===== config.mk =====
export PLATFORM = sky130hd
export DESIGN_NAME = div_issue_ctrl
export DESIGN_NICKNAME = d
export VERILOG_FILES = /design/src/rtl/div_issue_ctrl.sv
export SDC_FILE = /design/constraint.sdc
export NUM_CORES = 1
export LEC_CHECK = 0
export ABC_AREA = 0
export CAP_MARGIN = 10
export CORE_AREA = 2 2 132 134
export DETAILED_ROUTE_END_ITERATION = 10
export DIE_AREA = 0 0 134 136
export MAX_ROUTING_LAYER = met4
export PLACE_DENSITY = 0.77
export SYNTH_ARGS = -nofsm -noshare
export SYNTH_HDL_FRONTEND = slang
export SYNTH_SLANG_ARGS = --single-unit

===== constraint.sdc =====
create_clock -name clk -period 3.8 [get_ports clk]
set_clock_uncertainty 0.05 [all_clocks]
set_input_delay 1.14 -clock clk [delete_from_list [all_inputs] [get_ports clk]]
set_output_delay 1.14 -clock clk [all_outputs]
set_load 0.02 [all_outputs]

===== src/rtl/div_issue_ctrl.sv =====
// Issue sequencer for the signed/unsigned AXI-stream divider IPs in EXE.
// Latches operands, runs the tvalid handshakes, holds the result until the instruction leaves.
module div_issue_ctrl #(
    parameter int DATA_W = 32,
    parameter int CNT_W  = 6
) (
    input  logic                clk,
    input  logic                reset,
    input  logic                es_valid,
    input  logic [1:0]          div_op,
    input  logic [DATA_W-1:0]   src1,
    input  logic [DATA_W-1:0]   src2,
    input  logic                ms_allowin,
    input  logic                flush,
    output logic [3:0]          s_tvalid,
    input  logic [3:0]          s_tready,
    output logic [DATA_W-1:0]   s_dividend,
    output logic [DATA_W-1:0]   s_divisor,
    input  logic [1:0]          m_tvalid,
    input  logic [2*DATA_W-1:0] m_tdata_s,
    input  logic [2*DATA_W-1:0] m_tdata_u,
    output logic                div_ready,
    output logic                hilo_we,
    output logic [DATA_W-1:0]   hi_wdata,
    output logic [DATA_W-1:0]   lo_wdata,
    output logic [CNT_W-1:0]    div_cycles
);

    typedef enum logic [2:0] {
        S_IDLE,
        S_SEND,
        S_WAIT,
        S_DONE,
        S_DRAIN
    } state_t;

    localparam logic [CNT_W-1:0] CNT_MAX = '1;

    state_t              state_q, state_d;
    logic [DATA_W-1:0]   dvd_q, dvd_d;
    logic [DATA_W-1:0]   dvs_q, dvs_d;
    logic                sgn_q, sgn_d;
    logic [3:0]          tvalid_q, tvalid_d;
    logic                drop_q, drop_d;
    logic [2*DATA_W-1:0] res_q, res_d;
    logic [CNT_W-1:0]    cnt_q, cnt_d;
    logic [CNT_W-1:0]    cycles_q, cycles_d;

    logic                div_req;
    logic                dout_v;
    logic [2*DATA_W-1:0] dout;
    logic [CNT_W-1:0]    cnt_inc;

    assign div_req = es_valid & (|div_op);
    assign dout_v  = sgn_q ? m_tvalid[0] : m_tvalid[1];
    assign dout    = sgn_q ? m_tdata_s : m_tdata_u;
    assign cnt_inc = (cnt_q == CNT_MAX) ? cnt_q : cnt_q + CNT_W'(1);

    always_comb begin
        state_d  = state_q;
        dvd_d    = dvd_q;
        dvs_d    = dvs_q;
        sgn_d    = sgn_q;
        tvalid_d = tvalid_q;
        drop_d   = drop_q;
        res_d    = res_q;
        cnt_d    = cnt_q;
        cycles_d = cycles_q;
        hilo_we  = 1'b0;
        unique case (state_q)
            S_IDLE: begin
                if (div_req && !flush) begin
                    dvd_d    = src1;
                    dvs_d    = src2;
                    sgn_d    = div_op[0];
                    cnt_d    = '0;
                    drop_d   = 1'b0;
                    tvalid_d = div_op[0] ? 4'b0011 : 4'b1100;
                    state_d  = S_SEND;
                end
            end
            S_SEND: begin
                cnt_d    = cnt_inc;
                tvalid_d = tvalid_q & ~s_tready;
                if (flush) drop_d = 1'b1;
                if (tvalid_d == '0) state_d = (drop_q || flush) ? S_DRAIN : S_WAIT;
            end
            S_WAIT: begin
                cnt_d = cnt_inc;
                // A flush coinciding with dout discards it here; DRAIN would wait for a second dout.
                if (dout_v) begin
                    if (flush) begin
                        state_d = S_IDLE;
                    end else begin
                        res_d    = dout;
                        cycles_d = cnt_inc;
                        state_d  = S_DONE;
                    end
                end else if (flush) begin
                    state_d = S_DRAIN;
                end
            end
            S_DONE: begin
                if (flush) begin
                    state_d = S_IDLE;
                end else if (ms_allowin) begin
                    hilo_we = 1'b1;
                    state_d = S_IDLE;
                end
            end
            S_DRAIN: begin
                if (dout_v) state_d = S_IDLE;
            end
            default: state_d = S_IDLE;
        endcase
    end

    always_ff @(posedge clk) begin
        if (reset) begin
            state_q  <= S_IDLE;
            dvd_q    <= '0;
            dvs_q    <= '0;
            sgn_q    <= 1'b0;
            tvalid_q <= '0;
            drop_q   <= 1'b0;
            res_q    <= '0;
            cnt_q    <= '0;
            cycles_q <= '0;
        end else begin
            state_q  <= state_d;
            dvd_q    <= dvd_d;
            dvs_q    <= dvs_d;
            sgn_q    <= sgn_d;
            tvalid_q <= tvalid_d;
            drop_q   <= drop_d;
            res_q    <= res_d;
            cnt_q    <= cnt_d;
            cycles_q <= cycles_d;
        end
    end

    assign div_ready  = !div_req || (state_q == S_DONE);
    assign s_tvalid   = tvalid_q;
    assign s_dividend = dvd_q;
    assign s_divisor  = dvs_q;
    assign hi_wdata   = res_q[DATA_W-1:0];
    assign lo_wdata   = res_q[2*DATA_W-1:DATA_W];
    assign div_cycles = cycles_q;

endmodule

==> results of run 1 <==
final timing paths:
kind                               startpoint             to  slack (ns)  cells past startpoint
worst max-delay path                div_op[0]      div_ready        0.43                      4
worst min-delay path            s_divisor[21]  s_divisor[21]        0.40                      2
worst max register to register     state_q[1]      res_q[58]        1.66                      5
worst min register to register  s_divisor[21]  s_divisor[21]        0.40                      2
what timing repair did:
| action | 4_1_cts | 5_1_grt |
|---|---|---|
| endpoints found under the setup margin | 1 | 2 |
| gates cloned | 0 | 0 |
| pin swaps | 1 | 0 |
| gates resized for setup | 2 | 2 |
logic make-up after synthesis:
kind of cell	Yosys count	synth area share [%]
simple gates	255	17.0
compound gates	167	17.0
flops	149	48.3
mux	68	11.0
buf+inv	58	6.18
xor+xnor	2	0.284
fa+ha+maj	1	0.202
worst max-delay path, cell delays in order:
cell and delay [ns]:
clkdlybuf4s50_1 0.51, o21ai_2 0.10, a31o_2 0.22, dlymetal6s2s_1 0.20
per-stage QoR:
| stage | util, % | std cells | TNS (ns) | hold WS (ns) |
|---|---|---|---|---|
| 2_1_floorplan | - | 700 | 0 | 0.397 |
| 3_3_place_gp | 57.5 | 1226 | -0.202 | 0.389 |
| 3_5_place_dp | 57.5 | 1226 | -0.251 | 0.395 |
| 4_1_cts | 61.2 | 1258 | 0 | 0.404 |
| 5_1_grt | 61.3 | 1260 | 0 | 0.418 |
| 6_report | 61.3 | 1260 | 0 | 0.401 |
routing by layer:
layer | track usage (%) | routed length (µm)
met4 | 9.52 | 478
met5 | - | 0
met2 | 35.2 | 9590
met1 | 25.0 | 8200
met3 | 5.89 | 1450
layout make-up:
type	count	share of cell area [%]
clock buffer	19	4.38
inverter	2	0.0726
sequential	149	28.9
tap	225	2.72
multi-input combinational	493	27.3
antenna	2	0.0484
timing repair buffer	357	34.9
clock inverter	13	1.66
cells in the final DEF (no fill, tap or decap), drive strengths merged, types with 2 or more instances in the layout:
master,synthesis,layout
clkdlybuf4s50,0,341
dfxtp,149,149
nand2,148,148
nor2,81,81
a21oi,80,80
mux2i,67,67
a211oi,65,65
clkbuf,20,19
buf,36,14
o21ai,8,8
nor3,5,5
nor2b,5,5
clkinv,0,5
inv,2,5
nand3,4,4
a21o,3,3
a22oi,3,3
bufinv,0,3
diode,0,2
or3,2,2
nand2b,2,2
and2,2,2
xnor2,2,2
o311ai,2,2
clkinvlp,0,2
dlymetal6s2s,0,2
registers in the layout (all words and copies together), names as in the netlist:
name,count
drop_q,1
s_dividend,32
cnt_q,6
s_tvalid,4
res_q,64
state_q,3
div_cycles,6
s_divisor,32
sgn_q,1
power by group:
group / switching (µW) / internal (µW) / total, µW / leakage, µW
Sequential: 56.5 / 1640 / 1700 / 0.00121
Clock: 689 / 1080 / 1770 / 0.000301
Combinational: 402 / 443 / 845 / 0.00194
==> flow_summary_export.csv, run 1 <==
group,metric,value,unit
cells_and_area,drive_above_1_share,5.61,%
synthesis,ys_warn_count,0,
routing,drc,0,
clock_network,cts_hold_buf,0,
place,dpl_worst_slack,-0.251,ns
clock_network,clock_path_buffers,2,
place,gp_congestion,0.770,
sta,finalSetupViolations,0,
critical_path,critical_path_class,"in -> out",
synthesis,synth_edf_count,0,
synthesis,ys_async_sr_fraction,0,%
synthesis,synthFlopType,"dfxtp_1",
clock_network,cts_tree,"yes",
critical_path,required,2.61,ns
clock_network,cts-root-buf,"clkbuf_16",
sta,setup_ws,0.427,ns
synthesis,synth_top_area_cell,"dfxtp_1",
sta,fmax,297,MHz
synthesis,yosysMostFrequentCell,"dfxtp_1",
power_and_ir_drop,p_leak,0.00345,µW
cells_and_area,area_growth,67.3,%
power_and_ir_drop,p_per_area,417,mW/mm²
critical_path,critPathMaxFanout,2,
sta,period_share,88.8,%
cells_and_area,finalNetCount,1226,
routing,wl_per_cell,15.6,µm
floorplan,core_area,0.0169,mm²
floorplan,dieArea,0.0182,mm²
routing,vias,6089,
clock_network,clk_pin_slew,0.06,ns
floorplan,row_count,48,
floorplan,io_pins,345,
place,dp_hpwl,14400,µm
floorplan,dieHeight,136,µm
global_route,grt_pass1_vias,5728,
global_route,grt_use_total,21.6,%
clock_network,insertion_delay,0.42,ns
critical_path,cp-start-kind,"input port",
clock_network,htreeDepth,4,
synthesis,synth_common_cells,"dfxtp_1, nand2_1, nor2_1, a21oi_1, mux2i_1",
flow_run,drv_cap,0,
synthesis,synth_cell_types,38,
sta,fin_crit,3.37,ns
routing,drtIter0Drc,363,
place,post_dp_cell_area,0.00970,mm²
routing,drt_first_pass_iters,5,
synthesis,synth_top_area_share,48.3,%
floorplan,dieWidth,134,µm
synthesis,avgSynthCellArea,8.83,µm²
clock_network,cts_post_setup_buffers_inserted,0,
hold_path,min_path_type,"reg -> reg",
place,portBuffers,344,
clock_network,numCtsBuffers,17,
global_route,grt_overflow,0,
cells_and_area,nFillCells,1451,
cells_and_area,fin_area,0.0103,mm²
sta,tightest_slew,1.10,ns
routing,drtAntennaViolNets,0,
global_route,antenna_found_initial,2,
sta,rsz0062_at_grt,"no",
global_route,grt_start_max_net_pins,150,
cells_and_area,ff_latch_area,0.00299,mm²
sta,hold_violations,0,
synthesis,synth.net_count,906,
sta,drv_slew,0,
synthesis,synth-seq-cells,149,
clock_network,clock-sinks,149,
synthesis,synth-seq-area-share,48.3,%
power_and_ir_drop,total_power,4310,µW
floorplan,start_util,36.6,%
outcome,status,"complete, no violations",
routing,wirelength,19700,µm
critical_path,worstPathArrival,2.18,ns
global_route,grt_pass1_wl,29700,µm
routing,vias_per_cell,4.83,
synthesis,netlist_area,0.00618,mm²
power_and_ir_drop,peakVddDrop,0.280,mV
synthesis,yosys-top-cells-area,"dfxtp_1, mux2i_1, nand2_1",
critical_path,cp-end-kind,"output port",
synthesis,syn-instance-count,700,
cells_and_area,multiInputGateArea,0.00283,mm²
sta,max_slew_margin,26.8,%
Power figures use the tool's default switching activity.
==> run 2: changes to the inputs <==
--- a/config.mk
+++ b/config.mk
@@ -12,6 +12,8 @@
 export DIE_AREA = 0 0 134 136
 export MAX_ROUTING_LAYER = met4
 export PLACE_DENSITY = 0.77
+export SETUP_SLACK_MARGIN = 0.3
 export SYNTH_ARGS = -nofsm -noshare
 export SYNTH_HDL_FRONTEND = slang
 export SYNTH_SLANG_ARGS = --single-unit
+export TNS_END_PERCENT = 50
==> run 2 against run 1 <==
  * Critical path depth unchanged
  * Largest cell class unchanged
  * Worst setup slack got worse by 0.11 ns
  * Highest routed layer unchanged
  * Sequential share of layout area about the same
  * Final area decreased by 0.11%
  * Critical path type unchanged
  * Final cell count unchanged
  * Total power about the same
==> flow_summary_export.csv, run 2 (synthesized netlist as in run 1, its figures left out) <==
group,metric,value,unit
power_and_ir_drop,comb_power_share,19.6,%
clock_network,numCtsBuffers,17,
sta,rsz0062_at_grt,"yes",
global_route,grt_start_max_net_pins,150,
floorplan,dieArea,0.0182,mm²
cells_and_area,ff_latch_area,0.00299,mm²
critical_path,critPathMaxFanout,2,
sta,max_slew_margin,26.7,%
flow_run,drv_cap,0,
floorplan,row_count,48,
floorplan,core_area,0.0169,mm²
clock_network,insertion_delay,0.42,ns
power_and_ir_drop,p_int,3160,µW
clock_network,clock-sinks,149,
power_and_ir_drop,peakVddDrop,0.281,mV
critical_path,worstPathArrival,2.30,ns
clock_network,clk_pin_slew,0.06,ns
power_and_ir_drop,pwr-share-clk,41.0,%
power_and_ir_drop,p_leak,0.00343,µW
cells_and_area,largest_register_ffs,64,
cells_and_area,final_cell_mix,"clkdlybuf4s50_1, nand2_1, dfxtp_1",
critical_path,required,2.61,ns
critical_path,cp_slowest_cell,"clkdlybuf4s50_1",
routing,vias_per_cell,4.81,
critical_path,critical_path_class,"in -> out",
critical_path,cp-end-kind,"output port",
global_route,grt_use_total,21.6,%
critical_path,cp-start-kind,"input port",
clock_network,cts-root-buf,"clkbuf_16",
routing,drtIter0Drc,348,
floorplan,start_util,36.6,%
floorplan,dieWidth,134,µm
place,dp.cells,1226,
cells_and_area,nFillCells,1453,
global_route,grt_pass1_vias,5728,
routing,wirelength,19700,µm
routing,wl_per_cell,15.6,µm
cells_and_area,finalNetCount,1226,
sta,fmax,287,MHz
critical_path,r2r_setup_slack,1.67,ns
clock_network,clock_path_buffers,2,
power_and_ir_drop,power_switching,1150,µW
clock_network,htreeDepth,4,
critical_path,crit_buf_inv,2,
cells_and_area,final_util,61.2,%
sta,drv_slew,0,
cells_and_area,drive_above_1_share,5.71,%
power_and_ir_drop,sw_frac_of_total,26.6,%
hold_path,hold_path_depth,2,
outcome,status,"complete, no violations",
clock_network,cts_tree,"yes",
critical_path,crit_chain,"clkdlybuf4s50_1 > o21ai_2 > a31o_2 > dlygate4sd2_1",
power_and_ir_drop,seqPwrFrac,39.4,%
place,portBuffers,344,
critical_path,crit_cells,4,
cells_and_area,area_growth,67.1,%
place,gp_congestion,0.770,
critical_path,worstRegToRegCells,5,
critical_path,critPathTopFamily,"buffers and inverters",
cells_and_area,final_cells,1260,
hold_path,min_path_type,"reg -> reg",
clock_network,cts_hold_buf,0,
global_route,grt_overflow,0,
place,dp_hpwl,14400,µm
routing,drc,0,
sta,finalSetupViolations,0,
global_route,antenna_found_initial,2,
routing,vias,6061,
floorplan,io_pins,345,
sta,fin_crit,3.49,ns
sta,tightest_slew,1.10,ns
sta,hold_violations,0,
cells_and_area,regMostFlops,"res_q",
global_route,grt_pass1_wl,29700,µm
power_and_ir_drop,p_per_area,417,mW/mm²
routing,drt_first_pass_iters,4,
critical_path,crit_path_max_incr_delay,0.51,ns
sta,period_share,91.7,%
cells_and_area,final_common_cell,"clkdlybuf4s50_1",
routing,drtAntennaViolNets,0,
floorplan,dieHeight,136,µm
cells_and_area,multiInputGateArea,0.00283,mm²
run 2: changes by cell type in the layout (fill, tap and decap cells not counted):
cell and delta:
dlymetal6s2s_1 -2, clkbuf_2 +1, dlygate4sd2_1 +1
run 2: timing repair:
item	4_1_cts	5_1_grt
buffers inserted	0	0
setup endpoints to repair	2	2
pin swaps	1	0
resized for setup	4	3
run 2: worst paths after layout:
| check | start | to |
|---|---|---|
| worst max-delay path | div_op[0] | div_ready |
| worst min-delay path | s_divisor[21] | s_divisor[21] |
| worst max register to register | state_q[1] | res_q[58] |
| worst min register to register | s_divisor[21] | s_divisor[21] |
run 2: tightest hold or removal path, delay by kind of cell, from the launching register on:
family,cells,cell delay [ns]
AO/OA/AOI/OAI,1,0.05
flip-flops,1,0.31
AND/OR/NAND/NOR,1,0.05
run 2: metrics by stage:
| stage | total power (µW) | cell area (µm²) | hold WS [ns] | setup slack [ns] | TNS, ns |
|---|---|---|---|---|---|
| after global placement | 2570 | 9700 | 0.389 | -0.202 | -0.202 |
| after CTS | 4360 | 10300 | 0.404 | 0.289 | 0 |
| after global routing | 4490 | 10300 | 0.418 | 0.270 | 0 |
| final | 4310 | 10300 | 0.401 | 0.315 | 0 |
| after detailed placement | 2580 | 9700 | 0.395 | -0.251 | -0.251 |
| after floorplan | 2170 | 6180 | 0.397 | 0.786 | 0 |
run 2: power groups by stage:
stage                     clock [µW]  sequential [µW]  combinational, µW
final                           1770             1700                844
after CTS                       1810             1700                850
after global placement             0             1730                838
after global routing            1870             1710                913
after floorplan                    0             1800                371
after detailed placement           0             1730                844
run 2: cell type report:
class	count	share of cell area, %
Clock buffer	19	4.39
Tap cell	225	2.73
Inverter	2	0.0727
Multi-Input combinational cell	493	27.4
Timing Repair Buffer	357	34.8
Antenna cell	2	0.0485
Clock inverter	13	1.66
Sequential cell	149	28.9
run 2: layer usage:
layer / up-vias / GRT usage (%) / share of wire, %
met2: 252 / 35.2 / 49
met3: 36 / 5.89 / 7.7
li1: 3066 / - / -
met4: 0 / 9.52 / 2.4
met5: - / - / 0
met1: 2707 / 25.0 / 41
